[config.mk]
export PLATFORM = sky130hd
export DESIGN_NAME = vector_mem_stage
export DESIGN_NICKNAME = d
export VERILOG_FILES = /design/src/rtl/cvp14_pkg.sv /design/src/rtl/vector_mem_stage.sv
export SDC_FILE = /design/constraint.sdc
export NUM_CORES = 1
export LEC_CHECK = 0
export BUFFER_PORTS_ARGS = -buffer_cell sky130_fd_sc_hd__buf_2
export CELL_PAD_IN_SITES_DETAIL_PLACEMENT = 0
export CELL_PAD_IN_SITES_GLOBAL_PLACEMENT = 1
export CORE_MARGIN = 3
export CORE_UTILIZATION = 44
export CTS_CLUSTER_DIAMETER = 100
export DETAILED_ROUTE_END_ITERATION = 7
export GPL_ROUTABILITY_DRIVEN = 0
export PLACE_DENSITY_LB_ADDON = 0.2
export RECOVER_POWER = 25
export SKIP_LAST_GASP = 1
export SLEW_MARGIN = 20
export SYNTH_ARGS = -nofsm -noshare
export SYNTH_HDL_FRONTEND = slang
export SYNTH_SLANG_ARGS = --single-unit
[constraint.sdc]
create_clock -name clk -period 7.6 [get_ports clk]
set_clock_uncertainty 0.15 [all_clocks]
set_input_delay 0.38 -clock clk [delete_from_list [all_inputs] [get_ports clk]]
set_output_delay 0.38 -clock clk [all_outputs]
set_load 0.01 [all_outputs]
[src/rtl/cvp14_pkg.sv]
// Shared definitions for the CVP14 vector pipeline: opcodes, vector geometry
// and the memory-stage FSM state type.
package cvp14_pkg;

  localparam int VLEN   = 16;
  localparam int ELEM_W = 16;
  localparam int ADDR_W = 16;
  localparam int IDX_W  = $clog2(VLEN) + 1;

  localparam logic [3:0] OP_VADD  = 4'b0000;
  localparam logic [3:0] OP_VSUB  = 4'b0001;
  localparam logic [3:0] OP_VMUL  = 4'b0010;
  localparam logic [3:0] OP_VDOT  = 4'b0011;
  localparam logic [3:0] OP_VLD   = 4'b0100;
  localparam logic [3:0] OP_VST   = 4'b0101;
  localparam logic [3:0] OP_VSPLT = 4'b0110;
  localparam logic [3:0] OP_ADD   = 4'b0111;
  localparam logic [3:0] OP_SUB   = 4'b1000;
  localparam logic [3:0] OP_AND   = 4'b1001;
  localparam logic [3:0] OP_OR    = 4'b1010;
  localparam logic [3:0] OP_XOR   = 4'b1011;
  localparam logic [3:0] OP_SLL   = 4'b1100;
  localparam logic [3:0] OP_SRL   = 4'b1101;
  localparam logic [3:0] OP_SLH   = 4'b1110;
  localparam logic [3:0] OP_NOP   = 4'b1111;

  typedef enum logic [1:0] {
    IDLE = 2'd0,
    XFER = 2'd1,
    DONE = 2'd2
  } mem_state_e;

endpackage

[src/rtl/vector_mem_stage.sv]
// Vector load/store stage: moves one VLEN-element vector between the pipeline
// and a narrow data memory, one element per acknowledged memory transaction.
module vector_mem_stage
  import cvp14_pkg::*;
(
  input  logic                     clk,
  input  logic                     rst_n,
  input  logic                     start,
  input  logic [3:0]               opcode,
  input  logic [ADDR_W-1:0]        addr,
  input  logic [VLEN*ELEM_W-1:0]   st_vec,
  output logic                     busy,
  output logic                     done,
  output logic [VLEN*ELEM_W-1:0]   ld_vec,
  output logic [ADDR_W-1:0]        mem_addr,
  output logic                     mem_rd,
  output logic                     mem_wr,
  output logic [ELEM_W-1:0]        mem_wdata,
  input  logic [ELEM_W-1:0]        mem_rdata,
  input  logic                     mem_ack
);

  mem_state_e               state_r, state_nxt_s;
  logic [IDX_W-1:0]         idx_r, idx_nxt_s;
  logic [ADDR_W-1:0]        base_r, base_nxt_s;
  logic                     is_ld_r, is_ld_nxt_s;
  logic [VLEN*ELEM_W-1:0]   st_vec_r, st_vec_nxt_s;
  logic [VLEN*ELEM_W-1:0]   ld_vec_r;
  logic                     accept_s;
  logic                     busy_r, busy_s;
  logic                     done_r, done_s;
  logic                     mem_rd_r, mem_rd_s;
  logic                     mem_wr_r, mem_wr_s;
  logic [ADDR_W-1:0]        mem_addr_r, mem_addr_s;
  logic [ELEM_W-1:0]        mem_wdata_r, mem_wdata_s;

  // State register
  always_ff @(posedge clk or negedge rst_n) begin
    if (!rst_n) begin
      state_r <= IDLE;
    end else begin
      state_r <= state_nxt_s;
    end
  end

  // Next-state logic
  always_comb begin
    state_nxt_s = state_r;
    case (state_r)
      IDLE: begin
        if (start && (opcode == OP_VLD || opcode == OP_VST)) begin
          state_nxt_s = XFER;
        end else begin
          state_nxt_s = IDLE;
        end
      end
      XFER: begin
        if (mem_ack && idx_r == IDX_W'(VLEN - 1)) begin
          state_nxt_s = DONE;
        end else begin
          state_nxt_s = XFER;
        end
      end
      DONE:    state_nxt_s = IDLE;
      default: state_nxt_s = IDLE;
    endcase
  end

  // Output comb: computes next-cycle values so every port is driven from a flop
  always_comb begin
    accept_s     = 1'b0;
    idx_nxt_s    = idx_r;
    base_nxt_s   = base_r;
    is_ld_nxt_s  = is_ld_r;
    st_vec_nxt_s = st_vec_r;
    if (state_r == IDLE && state_nxt_s == XFER) begin
      accept_s     = 1'b1;
      idx_nxt_s    = {IDX_W{1'b0}};
      base_nxt_s   = addr;
      is_ld_nxt_s  = (opcode == OP_VLD);
      st_vec_nxt_s = st_vec;
    end else if (state_r == XFER && mem_ack) begin
      idx_nxt_s = idx_r + IDX_W'(1'b1);
    end else begin
      idx_nxt_s = idx_r;
    end

    busy_s = (state_nxt_s != IDLE);
    done_s = (state_nxt_s == DONE);
    if (state_nxt_s == XFER) begin
      mem_rd_s    = is_ld_nxt_s;
      mem_wr_s    = !is_ld_nxt_s;
      mem_addr_s  = base_nxt_s + {{(ADDR_W-IDX_W){1'b0}}, idx_nxt_s};
      mem_wdata_s = is_ld_nxt_s ? {ELEM_W{1'b0}}
                                : st_vec_nxt_s[idx_nxt_s[IDX_W-2:0]*ELEM_W +: ELEM_W];
    end else begin
      mem_rd_s    = 1'b0;
      mem_wr_s    = 1'b0;
      mem_addr_s  = {ADDR_W{1'b0}};
      mem_wdata_s = {ELEM_W{1'b0}};
    end
  end

  // Transfer context, load assembly and registered outputs
  always_ff @(posedge clk or negedge rst_n) begin
    if (!rst_n) begin
      idx_r       <= {IDX_W{1'b0}};
      base_r      <= {ADDR_W{1'b0}};
      is_ld_r     <= 1'b0;
      st_vec_r    <= {(VLEN*ELEM_W){1'b0}};
      ld_vec_r    <= {(VLEN*ELEM_W){1'b0}};
      busy_r      <= 1'b0;
      done_r      <= 1'b0;
      mem_rd_r    <= 1'b0;
      mem_wr_r    <= 1'b0;
      mem_addr_r  <= {ADDR_W{1'b0}};
      mem_wdata_r <= {ELEM_W{1'b0}};
    end else begin
      idx_r       <= idx_nxt_s;
      base_r      <= base_nxt_s;
      is_ld_r     <= is_ld_nxt_s;
      st_vec_r    <= st_vec_nxt_s;
      busy_r      <= busy_s;
      done_r      <= done_s;
      mem_rd_r    <= mem_rd_s;
      mem_wr_r    <= mem_wr_s;
      mem_addr_r  <= mem_addr_s;
      mem_wdata_r <= mem_wdata_s;
      if (accept_s && opcode == OP_VLD) begin
        ld_vec_r <= {(VLEN*ELEM_W){1'b0}};
      end else if (state_r == XFER && mem_ack && is_ld_r) begin
        ld_vec_r[idx_r[IDX_W-2:0]*ELEM_W +: ELEM_W] <= mem_rdata;
      end else begin
        ld_vec_r <= ld_vec_r;
      end
    end
  end

  assign busy      = busy_r;
  assign done      = done_r;
  assign ld_vec    = ld_vec_r;
  assign mem_addr  = mem_addr_r;
  assign mem_rd    = mem_rd_r;
  assign mem_wr    = mem_wr_r;
  assign mem_wdata = mem_wdata_r;

endmodule

==> flow_summary.ini, run 1 <==
[status]
status = complete, no violations

[synth]
syn_area_um2 = 25760
syn_area_per_cell_um2 = 9.409
synth_edf_count = 0
synth_nets = 3044
synth_area_leader_cell = dfrtp_1
async_reset_ff_frac = 1.000
synth_top_area_share = 0.5556
synth_ff_type = dfrtp_1
synth_warnings = 0
synthCells = 2738
ys_ff_latch = 572
synthDistinctLibCells = 72
ys_seq_area_frac = 0.5556
synth_area_leaders = dfrtp_1 (56%), nand2_1 (16%), mux2i_1 (4.5%)

[grt]
grt_usage = 0.3021
grtUsageMet2 = 0.5194
grt_antenna_before_repair = 5
grt_pass1_wl_um = 141000
grt_pass1_vias = 23280
grt-ovfl-total = 0
grt_use_met3 = 0.05099
top_usage_layer = met2
grt_max_degree = 165
met1_usage = 0.3711

[critical_path]
critPathCaptureType = flop
arrival_ps = 6170
crit_fanout = 58
max_stage_delay_ps = 890
crit_type = flop to flop
crit_slowest_cell = or2_1
crit_chain = buf_4 > inv_1 > ha_2 > nand4b_1 > a21boi_2 > or2_1 > inv_1 > fa_1 > a21o_1 > a21oi_1 > o21bai_1 > o21a_1 > and3_1 > nor3_1
worstSetupStartpointType = flop
crit_required_ps = 7980
critPathMostFrequentCell = inv_1

[power]
power_density_nw_per_um2 = 379.4
ir_drop_uv = 199.3
p_leak_nw = 16.44
p_total_w = 0.01270

[floorplanning]
fp.dieW_um = 248.0
fp.dieH_um = 248.0
die_area_um2 = 61490
initial_core_util = 0.4456
core_um2 = 57810
ioPinCount = 588
rows = 88

[detailed_routing]
finalWirelength_um = 95280
dr_total_vias = 23400
ant_nets = 0
wl_per_cell_um = 22.19
drt-initial-drc-count = 1783
viasPerCell = 5.452
first_pass_iters = 5
remaining_drc_errors = 0

[sta]
slew_headroom = 0.2577
fmax_mhz = 172.9
whs_ps = 83.94
final-hold-violation-count = 0
rsz0062_at_grt = false
slew_violations = 0
setup_tns_ps = 0
period_minus_slack_ps = 5784
tightest_slew_ps = 1113
fin_ws_ps = 1816
timing.final.crit_share = 0.7611
setup_viol = 0

[job]
maxCapViolCount = 0

[placed_design]
placed_area_um2 = 29080
preCtsSetupSlack_ps = 1895
numPortBuffers = 587
dp_hpwl_um = 64630

[clocking]
insertion_delay_ps = 640
root_buffer = clkbuf_16
clk_pin_slew_ps = 60
cts_setup_buffers = 0
cts.htree.levels = 2
numCtsBuffers = 59
cts.path.max_buffers = 3
tritoncts = yes
clock-sinks = 572

[layout]
nets = 3785
drive_above_1_share = 0.1527
area_growth_pct = 29.94
finalInstanceArea_um2 = 33470

[min_path]
hp-class = primary input to flop
==> cell type report <==
class                           count  area, µm²
Fill cell                        5233      24330
Sequential cell                   572      14320
Multi-Input combinational cell   1936      10590
Timing Repair Buffer              884       5564
Clock buffer                       88       1735
Tap cell                          765      957.2
Clock inverter                     17      197.7
Inverter                           26      97.59
Antenna cell                        5      12.51
==> cells in the mapped netlist, types with 9 or more instances <==
cell	count
and2_1	13
and3_1	25
a21oi_1	77
o22ai_1	14
dfrtp_1	572
clkbuf_1	134
o22a_1	14
buf_2	52
o2111ai_1	9
a31oi_1	26
nand2_1	1085
inv_1	26
nor2_1	58
o221ai_1	24
mux2_2	27
o21ai_0	134
ha_1	9
a22o_1	64
mux4_2	27
nor3_1	15
mux2i_1	116
nand3_1	84
==> power by group <==
group,internal (W),switching [W],leakage [nW],total (W)
clock,0.00167,0.00123,0.960,0.00291
sequential,0.00418,0.000786,7.54,0.00497
combinational,0.00194,0.00289,7.94,0.00483
total,0.00779,0.00491,16.4,0.0127
==> cells in the final DEF, fill, tap and decap left out, types with 4 or more instances in the layout <==
cell type | synthesis | layout
mux2i_1 | 116 | 116
mux2_2 | 27 | 27
nor2_4 | 0 | 7
o22a_1 | 14 | 14
a31oi_1 | 26 | 25
o221ai_1 | 24 | 24
dlygate4sd3_1 | 0 | 273
dfrtp_1 | 572 | 570
o2111ai_1 | 9 | 9
a311o_1 | 8 | 8
nor2_1 | 58 | 51
clkinv_2 | 0 | 11
o22ai_1 | 14 | 14
inv_1 | 26 | 25
a311oi_1 | 5 | 5
nand3_1 | 84 | 84
or2_2 | 4 | 4
a21oi_1 | 77 | 75
buf_2 | 52 | 326
o21ai_0 | 134 | 134
buf_4 | 8 | 21
nor2_2 | 4 | 4
ha_1 | 9 | 8
a22o_1 | 64 | 64
and2_1 | 13 | 13
diode_2 | 0 | 5
and3_1 | 25 | 25
xnor2_1 | 6 | 5
nand2_1 | 1085 | 1084
clkbuf_8 | 0 | 15
a22oi_1 | 8 | 8
mux4_2 | 27 | 27
nand4_1 | 6 | 6
nand3b_1 | 6 | 6
clkbuf_1 | 134 | 274
clkbuf_16 | 0 | 59
a2111oi_0 | 8 | 8
or3_1 | 5 | 4
nor3_1 | 15 | 14
==> metrics by stage <==
stage,utilization,instances
6_report,0.5791,4293
3_5_place_dp,0.5031,3910
4_1_cts,0.5838,4288
5_1_grt,0.5789,4290
3_3_place_gp,0.5031,3910
2_1_floorplan,-,2738
==> critical path, delay by kind of cell (launching register included) <==
kind / cells / cell delay [ps]
AND/OR/NAND/NOR: 4 / 1480
AO/OA/AOI/OAI: 5 / 1490
adder cells (fa/ha/maj): 2 / 880
buffers and inverters: 3 / 1340
flip-flops: 1 / 340
==> cells by family (layout without fill, tap and decap cells) <==
logic type | after synthesis | after routing | share of synthesized area
flip-flops | 572 | 572 | 0.5556
multiplexers | 170 | 170 | 0.08048
buffers and inverters | 230 | 1015 | 0.03779
XOR/XNOR | 9 | 9 | 0.003060
AND/OR/NAND/NOR | 1330 | 1330 | 0.2100
adder cells (fa/ha/maj) | 10 | 10 | 0.005148
other | 0 | 5 | 0
AO/OA/AOI/OAI | 417 | 417 | 0.1079
==> worst paths after layout <==
kind,startpoint,cells past startpoint,end,slack [ps]
max reg2reg,idx_r[1],14,mem_addr[6],1820
min,mem_rdata[14],3,ld_vec[254],80
max in group asynchronous,rst_n,4,ld_vec[90],5030
max,idx_r[1],14,mem_addr[6],1820
min reg2reg,st_vec_r[87],2,st_vec_r[87],320
min in group asynchronous,rst_n,2,ld_vec[39],280
==> sequential cells by signal (all words and copies together) (netlist names) <==
| register | cells |
|---|---|
| busy | 1 |
| state_r | 2 |
| mem_wr | 1 |
| mem_rd | 1 |
| ld_vec | 256 |
| st_vec_r | 256 |
| mem_addr | 16 |
| done | 1 |
| mem_wdata | 16 |
| base_r | 16 |
| idx_r | 5 |
| is_ld_r | 1 |
==> timing repair <==
action,in CTS,in global routing
hold buffers,273,0
gates resized for setup,0,0
endpoints found under the hold margin,371,0
==> layer usage <==
metal / vias up / share of wire
met4: 2 / 0.054
met3: 265 / 0.069
met2: 994 / 0.49
met1: 11440 / 0.39
met5: - / 0.00014
li1: 10700 / -
Power figures use the tool's default switching activity.
==> inputs of run 2 (changes only) <==
Settings changed: ABC_AREA set to 1, CORE_UTILIZATION 44 to 36.
Clock period 7.6 ns to 4.87 ns, I/O delays scaled along.
==> run 2 against run 1 <==
The run now ends with max-capacitance violations, max-slew violations left. Via count increased by 4.6%. Critical path depth decreased by 11. Synthesized area decreased by 1.2%. Clock power increased by 70%. Highest routed layer unchanged. Final area increased by 1.8%. Combinational power increased by 84%. Synthesized cell count increased by 14%. Die area increased by 20%. Sequential power increased by 49%. First-iteration DRC count increased by 11%. Sequential cell count unchanged.
==> flow_summary.ini, run 2 <==
[grt]
grt_use_met3 = 0.04501
grt_pass1_wl_um = 154200
met1_usage = 0.3492
grtUsageMet2 = 0.4557
grt_usage = 0.2727
grt-ovfl-total = 0
grt_antenna_before_repair = 6
grt_pass1_vias = 24840
grt_max_degree = 172
top_usage_layer = met2

[critical_path]
r2r_setup_slack_ps = 1360
max_stage_delay_ps = 2130
arrival_ps = 3590
r2r_end = mem_wdata[2]
crit_type = primary input to asynchronous set/reset pin
critPathCaptureType = asynchronous set/reset pin
crit_fanout = 116
crit_required_ps = 4740
rr_worst_depth = 10
worstSetupStartpointType = primary input
r2r-start = idx_r[0]
crit_slowest_cell = clkbuf_2
crit_chain = dlygate4sd3_1 > buf_8 > clkbuf_2

[synth]
synth_edf_count = 0
syn_area_per_cell_um2 = 8.140
synthTopCellsByCount = nand2_1 (1414), dfrtp_1 (572), nand3_1 (404)
async_reset_ff_frac = 1.000
synthDistinctLibCells = 39
syn_area_um2 = 25450
synth_top_area_share = 0.5624
synth_area_leader_cell = dfrtp_1
synth_area_leaders = dfrtp_1 (56%), nand2_1 (21%), nand3_1 (7.9%)
synth_warnings = 0
synth_nets = 3433
synth_ff_type = dfrtp_1
ys_ff_latch = 572
ys_seq_area_frac = 0.5624
yosys.cell_count.top_type = nand2_1
synthCells = 3127

[detailed_routing]
wl_per_cell_um = 20.96
dr_total_vias = 24480
viasPerCell = 5.003
remaining_drc_errors = 0
finalWirelength_um = 102600
drt-initial-drc-count = 1984
first_pass_iters = 7
ant_nets = 0

[sta]
setup_viol = 0
fmax_mhz = 269.0
timing.final.crit_share = 0.7635
period_minus_slack_ps = 3718
tightest_slew_ps = 3079
fin_ws_ps = 1152
rsz0062_at_grt = false
slew_violations = 385
setup_tns_ps = 0
final-hold-violation-count = 0
slew_headroom = -1.053

[power]
comb_power_share = 0.419
power.internal_w = 0.01227
p_switching_w = 0.008992
p_seq_frac = 0.348
ir_drop_uv = 465.7
clockPowerShare = 0.233
p_leak_nw = 17.96
swShare = 0.4228
power_density_nw_per_um2 = 624.3

[clocking]
tritoncts = yes
cts.path.max_buffers = 3
numCtsBuffers = 66
clk_pin_slew_ps = 60
clock-sinks = 572
insertion_delay_ps = 610
cts.htree.levels = 3
cts_setup_buffers = 0
root_buffer = clkbuf_16

[min_path]
hp-class = primary input to asynchronous set/reset pin

[layout]
mostFrequentLayoutCells = nand2_1 (1414), buf_2 (573), dfrtp_1 (572)
fin_util = 0.4914
drive_above_1_share = 0.1942
fill_cells = 6889
area_growth_pct = 33.82
finalInstanceArea_um2 = 34060
final_common_cell = nand2_1
nets = 4220

[floorplanning]
rows = 96
die_area_um2 = 73930
fp.dieW_um = 271.9
initial_core_util = 0.3673
ioPinCount = 588
core_um2 = 69310
fp.dieH_um = 271.9

[job]
maxCapViolCount = 5

[placed_design]
preCtsSetupSlack_ps = 1350
placed_area_um2 = 29030
dp_hpwl_um = 71450
numPortBuffers = 587

[status]
violations = max-capacitance violations, max-slew violations
status = finished, violations left
==> run 2: cell types whose count changed after synthesis, sizes merged, moves of 64 or more <==
| cell | before | now |
|---|---|---|
| nand3 | 85 | 418 |
| nand2 | 1085 | 1419 |
| a22o | 64 | 0 |
| nor2 | 62 | 137 |
| clkbuf | 134 | 52 |
| mux2i | 116 | 0 |
| buf | 70 | 137 |
| o21ai | 134 | 211 |
==> run 2: metrics by stage <==
step / instances / total power (W) / hold WS (ps)
after floorplan: 3127 / 0.01275 / -202.1
after global placement: 4483 / 0.01618 / 87.75
after detailed placement: 4483 / 0.01621 / 81.71
after CTS: 4888 / 0.02142 / 17.39
after global routing: 4892 / 0.02274 / 47.73
final: 4893 / 0.02127 / 10.71
==> run 2: worst max path at each step <==
stage               from           end  slack [ps]  cells past startpoint
5_1_grt            rst_n   st_vec_r[9]         560                      3
3_5_place_dp    idx_r[0]  mem_wdata[2]        1350                     10
4_1_cts        opcode[3]  mem_addr[11]        1270                     18
6_report           rst_n   st_vec_r[9]        1150                      3
2_1_floorplan   idx_r[0]  mem_addr[10]        1590                     18
3_3_place_gp    idx_r[0]  mem_wdata[2]        1460                     10
==> run 2: cells by family (layout without fill, tap and decap cells) <==
kind of cell	Yosys count	after routing	synth area share
compound gates	258	258	0.05132
other cells	0	3	0
buf+inv	271	1103	0.04758
fa+ha+maj	10	10	0.005211
flops	572	572	0.5624
xor+xnor	1	1	0.0006392
simple gates	2015	2015	0.3329
==> run 2: power groups by stage <==
stage          clock network [W]  registers (W)  logic, W
2_1_floorplan                  0        0.00754   0.00521
3_3_place_gp                   0        0.00743   0.00875
3_5_place_dp                   0        0.00746   0.00875
4_1_cts                  0.00505        0.00739   0.00897
5_1_grt                  0.00522        0.00757   0.00995
6_report                 0.00496        0.00740   0.00891
==> run 2: worst max-delay path: cells and delay by family <==
family                 cells  cell delay (ps)
buffers and inverters      3             3100
==> run 2: what timing repair did <==
action                                 CTS  global route
hold buffers                           292             0
gates resized for setup                  0             0
endpoints found under the hold margin  575             0
setup endpoints to repair                0             0
==> run 2: layer usage <==
layer  vias to the layer above  share of wire
met5                         -        0.00034
met4                         6          0.048
met3                       204          0.058
met2                       849           0.48
met1                     11840           0.41
li1                      11580              -
==> run 2: layout make-up <==
type,instances,area [µm²],area share
Tap cell,931,1165,0.03420
Inverter,82,312.8,0.009184
Multi-Input combinational cell,2284,9966,0.2926
Clock buffer,97,1952,0.05731
Sequential cell,572,14310,0.4202
Clock inverter,16,175.2,0.005143
Antenna cell,3,7.507,0.0002204
Timing Repair Buffer,908,6168,0.1811
